**src/rtl/sram_ctrl_pkg.sv**
```systemverilog
// Shared types and defaults for the sram_ctrl initiator: FSM encoding, default
// timing parameters and the wait-counter width helper.
package sram_ctrl_pkg;

   typedef enum logic [2:0] {
      ST_IDLE    = 3'd0,
      ST_SETUP   = 3'd1,
      ST_WSTROBE = 3'd2,
      ST_WHOLD   = 3'd3,
      ST_RDEN    = 3'd4
   } state_t;

   localparam int DEF_SETUP_CYC = 1;
   localparam int DEF_RD_WAIT   = 1;

   function automatic int max2(input int a, input int b);
      return (a > b) ? a : b;
   endfunction

   // Bits needed to hold a wait count of maxv; never narrower than one bit.
   function automatic int cnt_width(input int maxv);
      return (maxv < 2) ? 1 : $clog2(maxv + 1);
   endfunction

endpackage

```
**src/rtl/sram_ctrl_wait_cnt.sv**
```systemverilog
// Loadable down-counter used to time the setup and read-enable phases.
// expired is high during the last cycle of a loaded interval.
module sram_ctrl_wait_cnt #(
   parameter int W = 1
) (
   input  logic         clk,
   input  logic         rst_n,
   input  logic         load,
   input  logic [W-1:0] value,
   output logic         expired
);

   logic [W-1:0] cnt_reg;

   always_ff @(posedge clk or negedge rst_n) begin
      if (!rst_n) begin
         cnt_reg <= '0;
      end else if (load) begin
         cnt_reg <= value;
      end else if (cnt_reg != '0) begin
         cnt_reg <= cnt_reg - 1'b1;
      end
   end

   // A count of N loaded at an edge covers exactly N following cycles.
   assign expired = (cnt_reg <= W'(1));

endmodule

```
**src/rtl/sram_ctrl.sv**
```systemverilog
// Single-beat host-to-sram initiator: sequences cs/wr/rd around each access,
// one access in flight, all outputs registered.
module sram_ctrl
   import sram_ctrl_pkg::*;
#(
   parameter int AW        = 8,
   parameter int DW        = 8,
   parameter int SETUP_CYC = DEF_SETUP_CYC,
   parameter int RD_WAIT   = DEF_RD_WAIT
) (
   input  logic          clk,
   input  logic          rst_n,
   input  logic          req_valid,
   output logic          req_ready,
   input  logic          req_we,
   input  logic [AW-1:0] req_addr,
   input  logic [DW-1:0] req_wdata,
   output logic          resp_valid,
   output logic [DW-1:0] resp_rdata,
   output logic          sram_cs,
   output logic          sram_wr,
   output logic          sram_rd,
   output logic [AW-1:0] sram_addr,
   output logic [DW-1:0] sram_din,
   input  logic [DW-1:0] sram_dout
);

   localparam int CW = cnt_width(max2(SETUP_CYC, RD_WAIT));
   localparam logic [CW-1:0] SETUP_LD = CW'(SETUP_CYC);
   localparam logic [CW-1:0] RD_LD    = CW'(RD_WAIT);

   state_t        state_reg, state_next;
   logic          ready_reg, ready_next;
   logic          resp_valid_reg, resp_valid_next;
   logic [DW-1:0] resp_rdata_reg, resp_rdata_next;
   logic          cs_reg, cs_next;
   logic          wr_reg, wr_next;
   logic          rd_reg, rd_next;
   logic          we_reg, we_next;
   logic [AW-1:0] addr_reg, addr_next;
   logic [DW-1:0] din_reg, din_next;

   logic          cnt_load;
   logic [CW-1:0] cnt_value;
   logic          cnt_expired;

   sram_ctrl_wait_cnt #(
      .W (CW)
   ) u_wait_cnt (
      .clk     (clk),
      .rst_n   (rst_n),
      .load    (cnt_load),
      .value   (cnt_value),
      .expired (cnt_expired)
   );

   always_ff @(posedge clk or negedge rst_n) begin
      if (!rst_n) begin
         state_reg      <= ST_IDLE;
         ready_reg      <= 1'b0;
         resp_valid_reg <= 1'b0;
         resp_rdata_reg <= '0;
         cs_reg         <= 1'b0;
         wr_reg         <= 1'b0;
         rd_reg         <= 1'b1;
         we_reg         <= 1'b0;
         addr_reg       <= '0;
         din_reg        <= '0;
      end else begin
         state_reg      <= state_next;
         ready_reg      <= ready_next;
         resp_valid_reg <= resp_valid_next;
         resp_rdata_reg <= resp_rdata_next;
         cs_reg         <= cs_next;
         wr_reg         <= wr_next;
         rd_reg         <= rd_next;
         we_reg         <= we_next;
         addr_reg       <= addr_next;
         din_reg        <= din_next;
      end
   end

   always_comb begin
      state_next      = state_reg;
      ready_next      = ready_reg;
      resp_valid_next = 1'b0;
      resp_rdata_next = resp_rdata_reg;
      cs_next         = cs_reg;
      wr_next         = 1'b0;
      rd_next         = rd_reg;
      we_next         = we_reg;
      addr_next       = addr_reg;
      din_next        = din_reg;
      cnt_load        = 1'b0;
      cnt_value       = SETUP_LD;

      case (state_reg)
         ST_IDLE: begin
            ready_next = 1'b1;
            cs_next    = 1'b0;
            rd_next    = 1'b1;
            // Acceptance uses the registered ready, so nothing is taken on the
            // first edge after reset release.
            if (req_valid && ready_reg) begin
               addr_next  = req_addr;
               din_next   = req_wdata;
               we_next    = req_we;
               cs_next    = 1'b1;
               ready_next = 1'b0;
               cnt_load   = 1'b1;
               cnt_value  = SETUP_LD;
               state_next = ST_SETUP;
            end
         end
         ST_SETUP: begin
            if (cnt_expired) begin
               if (we_reg) begin
                  wr_next    = 1'b1;
                  state_next = ST_WSTROBE;
               end else begin
                  rd_next    = 1'b0;
                  cnt_load   = 1'b1;
                  cnt_value  = RD_LD;
                  state_next = ST_RDEN;
               end
            end
         end
         ST_WSTROBE: begin
            state_next = ST_WHOLD;
         end
         ST_WHOLD: begin
            cs_next    = 1'b0;
            ready_next = 1'b1;
            state_next = ST_IDLE;
         end
         ST_RDEN: begin
            if (cnt_expired) begin
               resp_rdata_next = sram_dout;
               resp_valid_next = 1'b1;
               rd_next         = 1'b1;
               cs_next         = 1'b0;
               ready_next      = 1'b1;
               state_next      = ST_IDLE;
            end
         end
         default: begin
            state_next = ST_IDLE;
         end
      endcase
   end

   assign req_ready  = ready_reg;
   assign resp_valid = resp_valid_reg;
   assign resp_rdata = resp_rdata_reg;
   assign sram_cs    = cs_reg;
   assign sram_wr    = wr_reg;
   assign sram_rd    = rd_reg;
   assign sram_addr  = addr_reg;
   assign sram_din   = din_reg;

endmodule
```
**config.mk**
```make
export PLATFORM = sky130hd
export DESIGN_NAME = sram_ctrl
export DESIGN_NICKNAME = d
export VERILOG_FILES = /design/src/rtl/sram_ctrl_pkg.sv /design/src/rtl/sram_ctrl_wait_cnt.sv /design/src/rtl/sram_ctrl.sv
export SDC_FILE = /design/constraint.sdc
export NUM_CORES = 1
export LEC_CHECK = 0
export BUFFER_PORTS_ARGS = -buffer_cell sky130_fd_sc_hd__buf_2
export CAP_MARGIN = 20
export CORE_AREA = 2 2 61 63
export DETAILED_ROUTE_END_ITERATION = 8
export DIE_AREA = 0 0 63 65
export PLACE_DENSITY = 0.72
export SLEW_MARGIN = 20
export SYNTH_ARGS = -nofsm -noshare
export SYNTH_HDL_FRONTEND = slang
export SYNTH_HIERARCHICAL = 1
export SYNTH_SLANG_ARGS = --single-unit
```
**constraint.sdc**
```tcl
create_clock -name clk -period 1.5 [get_ports clk]
set_input_delay 0.075 -clock clk [delete_from_list [all_inputs] [get_ports clk]]
set_output_delay 0.075 -clock clk [all_outputs]
set_load 0.01 [all_outputs]
```
==> flow_metrics.env <==
export IMPL_crit_fanout=17
export IMPL_place_inst=198
export IMPL_core_area_um2=3500
export IMPL_post_dp_hpwl_mm=1.92
export IMPL_worst_pin_slew_ns=0.701
export IMPL_pre_cts_slack_ns=0.00147
export IMPL_die_w_um=63
export IMPL_required_ns=1.73
export IMPL_area_delta_synth_final_pct=48.4
export IMPL_clk_pin_slew_ns=0.11
export IMPL_maxCapViolCount=0
export IMPL_status="finished clean"
export IMPL_final_common_cell="buf_2"
export IMPL_final_nets=211
export IMPL_grt_use_total_pct=16.3
export IMPL_viasPerCell=4.57
export IMPL_clk_insertion_delay_late_ns=0.33
export IMPL_hold_violations=0
export IMPL_io_buffer_count=56
export IMPL_n_antenna_cell=0
export IMPL_drive_gt1_share_pct=53.3
export IMPL_fmax_ghz=0.691
export IMPL_finalPower_mw=3.72
export IMPL_slowest_stage="dfrtp_2"
export IMPL_grt_pass1_vias=1115
export IMPL_r2r_setup_slack_ns=0.05
export IMPL_io_pins=57
export IMPL_dr_pass1_iters=4
export IMPL_whs_ns=0.112
export IMPL_gp_congestion=0.665
export IMPL_yosys_warnings=6
export IMPL_max_stage_delay_ns=0.47
export IMPL_min_path_type="in -> reg"
export IMPL_crit_path_start_kind="flop"
export IMPL_grt_overflow=0
export IMPL_final_cell_count_no_fill=232
export IMPL_avgSynthCellArea_um2=14.6
export IMPL_synth_fp_nets=122
export IMPL_synthCells=94
export IMPL_fin_crit_ns=1.45
export IMPL_finalSetupViolations=0
export IMPL_slew_headroom_pct=53.2
export IMPL_vias=1061
export IMPL_leakage_nw=1.01
export IMPL_rows=22
export IMPL_fp_dieH_um=65
export IMPL_grt_max_degree=34
export IMPL_antenna_left=0
export IMPL_wl_per_cell_um=12.9
export IMPL_htreeDepth=2
export IMPL_cts_buffer_depth=2
export IMPL_routed_wl_mm=3.00
export IMPL_endpoint_kind="flop"
export IMPL_cts_made_buffers=5
export IMPL_fin_util_pct=58.3
export IMPL_drt_first_iter_violations=16
export IMPL_grt_pass1_wl_mm=5.05
export IMPL_antenna_found_initial=0
export IMPL_critical_path_cell_chain="nor4_4 -> buf_12 -> mux2_2"
export IMPL_clock_skew_ns=0.00968
export IMPL_irDropWorstVdd_mv=1.05
export IMPL_initial_core_util_pct=39.3
export IMPL_grt_setup_unrepaired="yes"
export IMPL_fp_dieArea_um2=4100
export IMPL_worstPathArrival_ns=1.68
export IMPL_clock_sinks=33
export IMPL_fin_ws_ns=0.0535
export IMPL_drcViolationCount=0
export IMPL_final_cell_mix="buf_2 (56), dfrtp_1 (31), dlygate4sd3_1 (26)"
export IMPL_critical_path_class="reg -> reg"
export IMPL_power_per_cell_area_nw_per_um2=1830
export IMPL_drv_slew=0
export IMPL_min_period_over_period_pct=96.4
export IMPL_syn_cell_area_um2=1370
export IMPL_cts_root_buf="clkbuf_4"
export IMPL_cts_tree="yes"
## critical path: cells and delay by family (launching register included)
kind	cells	cell delay, ns
flops	1	0.47
simple gates	1	0.31
mux	1	0.35
buf+inv	1	0.21
## stage by stage
stage | area, um^2 | setup TNS [ns]
after CTS | 2040 | 0
after global placement | 1720 | 0
final | 2040 | 0
after global routing | 2040 | -0.00147
after floorplan | 1370 | -0.995
after detailed placement | 1720 | 0
## routing by layer
layer | track usage [%] | vias to the layer above | share of wire (%)
met4 | 6.67 | 0 | 1.4
met1 | 17.5 | 517 | 40
met2 | 30.3 | 40 | 54
li1 | - | 500 | -
met3 | 4.34 | 4 | 4.2
met5 | 0 | - | 0
## where the power goes
part | leakage, nW | switching (mW) | internal (mW)
combinational | 0.578 | 0.717 | 0.954
sequential | 0.398 | 0.261 | 1.31
clock | 0.0320 | 0.297 | 0.178
## final cells by class
type,count,area [um^2]
Multi-Input combinational cell,53,493
Tap cell,48,60.1
Clock inverter,2,10.0
Clock buffer,6,41.3
Sequential cell,33,828
Timing Repair Buffer,88,598
Fill cell,288,1460
Inverter,2,7.51
## timing repair
| action | CTS | global route |
|---|---|---|
| endpoints found under the hold margin | 57 | 0 |
| pin swaps | 0 | 0 |
| gates resized for setup | 1 | 1 |
| hold buffers | 26 | 0 |
| setup buffers | 0 | 0 |
| setup endpoints to repair | 1 | 7 |
## path summary, 6_finish.rpt
check                      cells past startpoint           end         start
hold / removal                                 3  state_reg[0]     req_valid
hold reg to reg                                1   sram_din[4]   sram_din[4]
min in group asynchronous                      2   sram_din[5]         rst_n
setup reg to reg                               3   sram_din[7]  state_reg[0]
max in group asynchronous                      2  state_reg[0]         rst_n
setup / recovery                               3   sram_din[7]  state_reg[0]
Power figures use the tool's default switching activity.
